File: src/rtl/xnor_chk_pkg.sv
// xnor_chk_pkg
//   Shared definitions for the XNOR equivalence checker.
//   - state_t and ST_* : FSM state encoding
//   - NUM_IN_DEFAULT / NUM_VEC : default stimulus width and the number of
//     vectors in one full sweep at that width
//   - num_vec()  : vectors in one sweep for a given stimulus width
//   - sweep_w()  : width of the sweep counter for a given REPEAT. This is
//     clog2(REPEAT), but never less than 1 bit, so REPEAT=1 still gets a
//     real register.
package xnor_chk_pkg;

  typedef logic [1:0] state_t;

  localparam state_t ST_IDLE  = 2'd0;
  localparam state_t ST_RUN   = 2'd1;
  localparam state_t ST_DRAIN = 2'd2;
  localparam state_t ST_DONE  = 2'd3;

  localparam int NUM_IN_DEFAULT = 3;
  localparam int NUM_VEC        = 1 << NUM_IN_DEFAULT;

  function automatic int num_vec(input int num_in);
    return 1 << num_in;
  endfunction

  function automatic int sweep_w(input int rep);
    int w;
    w = 1;
    while ((1 << w) < rep) w = w + 1;
    return w;
  endfunction

endpackage

File: src/rtl/xnor_chk_stim_gen.sv
// xnor_chk_stim_gen
//   Vector counter plus sweep counter used to drive an exhaustive sweep.
//   Ports:
//     clk, rst_n  clock, synchronous active-low reset
//     clr         restart at vector 0, sweep 0 (wins over en)
//     en          advance one vector; wrapping the vector bumps the sweep
//     vec         current vector (registered)
//     last        vec is all-ones and this is the final sweep
module xnor_chk_stim_gen
  import xnor_chk_pkg::*;
#(
  parameter int NUM_IN = 3,
  parameter int REPEAT = 1
) (
  input  logic              clk,
  input  logic              rst_n,
  input  logic              clr,
  input  logic              en,
  output logic [NUM_IN-1:0] vec,
  output logic              last
);

  localparam int                SW         = sweep_w(REPEAT);
  localparam logic [NUM_IN-1:0] VEC_LAST   = NUM_IN'(num_vec(NUM_IN) - 1);
  localparam logic [SW-1:0]     SWEEP_LAST = SW'(REPEAT - 1);

  logic [NUM_IN-1:0] vec_q, vec_d;
  logic [SW-1:0]     sweep_q, sweep_d;

  always_comb begin
    vec_d   = vec_q;
    sweep_d = sweep_q;
    if (clr) begin
      vec_d   = '0;
      sweep_d = '0;
    end else if (en) begin
      vec_d = vec_q + 1'b1;
      if (vec_q == VEC_LAST) sweep_d = sweep_q + 1'b1;
    end
  end

  always_ff @(posedge clk) begin
    if (!rst_n) begin
      vec_q   <= '0;
      sweep_q <= '0;
    end else begin
      vec_q   <= vec_d;
      sweep_q <= sweep_d;
    end
  end

  assign vec  = vec_q;
  assign last = (vec_q == VEC_LAST) && (sweep_q == SWEEP_LAST);

endmodule

File: config.mk
export PLATFORM = sky130hd
export DESIGN_NAME = xnor_chk_stim_gen
export DESIGN_NICKNAME = d
export VERILOG_FILES = /design/src/rtl/xnor_chk_pkg.sv /design/src/rtl/xnor_chk_stim_gen.sv
export SDC_FILE = /design/constraint.sdc
export NUM_CORES = 1
export LEC_CHECK = 0
export CELL_PAD_IN_SITES_DETAIL_PLACEMENT = 0
export CELL_PAD_IN_SITES_GLOBAL_PLACEMENT = 1
export CORE_AREA = 10 10 47 49
export DETAILED_ROUTE_END_ITERATION = 8
export DIE_AREA = 0 0 57 59
export PLACE_DENSITY = 0.42
export SLEW_MARGIN = 20
export SYNTH_ARGS = -nofsm -noshare
export SYNTH_HDL_FRONTEND = slang
export SYNTH_SLANG_ARGS = --single-unit
File: constraint.sdc
create_clock -name clk -period 1.3 [get_ports clk]
set_clock_uncertainty 0.15 [all_clocks]
set_input_delay 0.26 -clock clk [delete_from_list [all_inputs] [get_ports clk]]
set_output_delay 0.26 -clock clk [all_outputs]
set_load 0.02 [all_outputs]
==> run_results.csv, run 1 <==
group,metric,value,unit
worst_setup_path,crit_type,"flop to primary output",
synthesis,yosys.area_share.simple,0.163,
cts,insertion_delay,0.24,ns
synthesis,synth_top_family_by_area,"simple AND/OR/NAND/NOR gates",
timing,clock.fmax,0.647,GHz
drt,via_count,167,
timing,finalHoldViolCount,0,
drt,dr.first_iter.drc_count,1,
global_routing,grt_max_degree,6,
global_routing,grt_use_total,0.0362,
drt,drt_wl_total,466,um
floorplan,start_util,0.137,
drt,drtAntennaViolNets,0,
power_and_ir_drop,p_total,317,uW
synthesis,syn_nets,24,
timing,slew_viol_final,0,
layout,final_cell_mix,"buf_4, nor2_1, clkbuf_4, clkdlybuf4s50_1, buf_6",
power_and_ir_drop,ir_worst_vdd,392,uV
layout,fin_nets,39,
synthesis,synth_seq_area_share,0.418,
run_status,status,"finished with violations",
timing,min_period_over_period,1.19,
cts,holdBufCountCts,0,
synthesis,yosys_warnings,0,
power_and_ir_drop,leakage,0.000150,uW
layout,antennaDiodeCount,0,
floorplan,die_x,57,um
drt,drc,0,
floorplan,die_y,59,um
synthesis,synthMuxAreaShare,0.105,
cts,cts.sinks,4,
worst_setup_path,crit_arrival,1.14,ns
timing,setup_viol,1,
floorplan,design.core.area,1400,um^2
placement,port_buffers,7,
run_status,violations,"setup timing",
hold_path,hold_class,"flop to flop",
cts,cts_buffers,3,
cts,clk_pin_slew,0.04,ns
cts,cts_tree,"done",
timing,rsz0062_at_grt,"yes",
timing,finalWorstSetupSlack,-0.246,ns
global_routing,grt_pass1_wl,855,um
drt,vias_per_cell,3.55,
floorplan,num_io_pins,8,
timing,hold-worst-slack,0.461,ns
synthesis,netlist_instances,18,
worst_setup_path,start_kind,"flop",
floorplan,placementRows,14,
power_and_ir_drop,p_per_area,859,nW/um^2
global_routing,grt_pass1_vias,204,
layout,fillers,162,
timing,worst_pin_slew,0.251,ns
synthesis,synth_xor_area_frac,0.0458,
cts,cts-root-buf,"clkbuf_4",
synthesis,netlist_area,191,um^2
global_routing,grt.overflow.total,0,
job,cap_violations,0,
global_routing,antenna_found_initial,0,
synthesis,synth_fa_ha_area_frac,0.131,
synthesis,syn_area_per_cell,10.6,um^2
synthesis,synth.ff_latch_count,4,
cts,clock_path_buffers,2,
worst_setup_path,crit_fanout,3,
layout,area_growth,92.8,%
drt,wl_per_cell,9.91,um
timing,period_minus_slack,1.55,ns
synthesis,ys_types,11,
layout,drive_above_1_share,0.581,
synthesis,synth-compound-area-share,0.0980,
drt,dr.pass1.iters,4,
placement,gp_congestion,0.604,
worst_setup_path,cp.required,0.89,ns
worst_setup_path,crit_path_end_kind,"primary output",
floorplan,die-area,3360,um^2
cts,h-tree-depth,1,
timing,relSlewSlack,0.832,
layout,mostFrequentLayoutCell,"buf_4",
[critical path, stage by stage (launching register included)]
cell     delay, ns
dfxtp_4       0.34
ha_4          0.16
ha_4          0.15
nor2b_4       0.12
buf_6         0.12
[cell usage after synthesis]
master    count  area [um^2]
a21bo_1       1         10.0
a21oi_2       1         8.76
buf_4         1         7.51
dfxtp_1       4         80.1
ha_1          2         25.0
mux2i_1       2         20.0
nand2b_1      1         6.26
nand3b_1      1         7.51
nor2_1        3         11.3
nor2b_1       1         6.26
xnor2_1       1         8.76
[metrics by stage]
stage | instances | TNS [ns] | utilization | setup WS [ns] | instance area [um^2]
6_report | 47 | -0.246 | 0.263 | -0.246 | 369
5_1_grt | 47 | -0.290 | 0.263 | -0.290 | 369
4_1_cts | 47 | -0.255 | 0.253 | -0.255 | 354
3_5_place_dp | 44 | -1.23 | 0.228 | -0.518 | 319
3_3_place_gp | 44 | -1.28 | 0.228 | -0.519 | 319
2_1_floorplan | 18 | 0 | - | 0.00216 | 206
[what timing repair did]
| item | CTS | global route |
|---|---|---|
| setup buffers | 0 | 0 |
| gates resized for setup | 23 | 5 |
| hold endpoints to repair | 0 | 0 |
| setup endpoints to repair | 4 | 4 |
| pin swaps | 1 | 0 |
[path summary, 6_finish.rpt]
| path | start | end | slack, ns | depth (start not counted) |
|---|---|---|---|---|
| worst max-delay path | vec[0] | last | -0.25 | 4 |
| worst min-delay path | vec[2] | vec[2] | 0.46 | 3 |
| worst max register to register | vec[0] | sweep_q | 0.14 | 4 |
| worst min register to register | vec[2] | vec[2] | 0.46 | 3 |
[registers in the layout, indices dropped and copies added (netlist names)]
signal	count
sweep_q	1
vec	3
[logic make-up (layout without fill, tap and decap cells)]
family | count (synthesis) | count (layout)
muxes | 2 | 2
and+or+nand+nor | 6 | 6
xor gates and xnor gates | 1 | 1
AOI/OAI and AO/OA | 2 | 2
buffers and inverters | 1 | 14
DFF | 4 | 4
adders and majority gates | 2 | 2
[power by group]
part,internal [uW],switching (uW),total (uW)
Clock,104,54.9,158
Combinational,20.4,13.3,33.6
Sequential,123,2.15,125
[layer usage]
metal | vias up | global-route usage | wire [um]
li1 | 88 | - | -
met1 | 71 | 0.0307 | 202
met2 | 8 | 0.0527 | 217
met3 | 0 | 0.0451 | 46
met4 | 0 | 0.0101 | 0
met5 | - | 0 | 0
[area by class of cell]
class | count | area [um^2] | area share
Sequential cell | 4 | 88.8 | 0.241
Multi-Input combinational cell | 13 | 136 | 0.369
Tap cell | 16 | 20.0 | 0.0542
Clock buffer | 3 | 22.5 | 0.0610
Timing Repair Buffer | 11 | 101 | 0.275
Note: power is estimated with default switching activity, not from simulation.
==> run 2: changes to the inputs <==
--- a/config.mk
+++ b/config.mk
@@ -8,6 +8,7 @@
 export CELL_PAD_IN_SITES_DETAIL_PLACEMENT = 0
 export CELL_PAD_IN_SITES_GLOBAL_PLACEMENT = 1
 export CORE_AREA = 10 10 47 49
+export CTS_CLUSTER_SIZE = 28
 export DETAILED_ROUTE_END_ITERATION = 8
 export DIE_AREA = 0 0 57 59
 export PLACE_DENSITY = 0.42
==> results of run 2 <==
The final DEF is identical to that of run 1; final timing and power are the same.
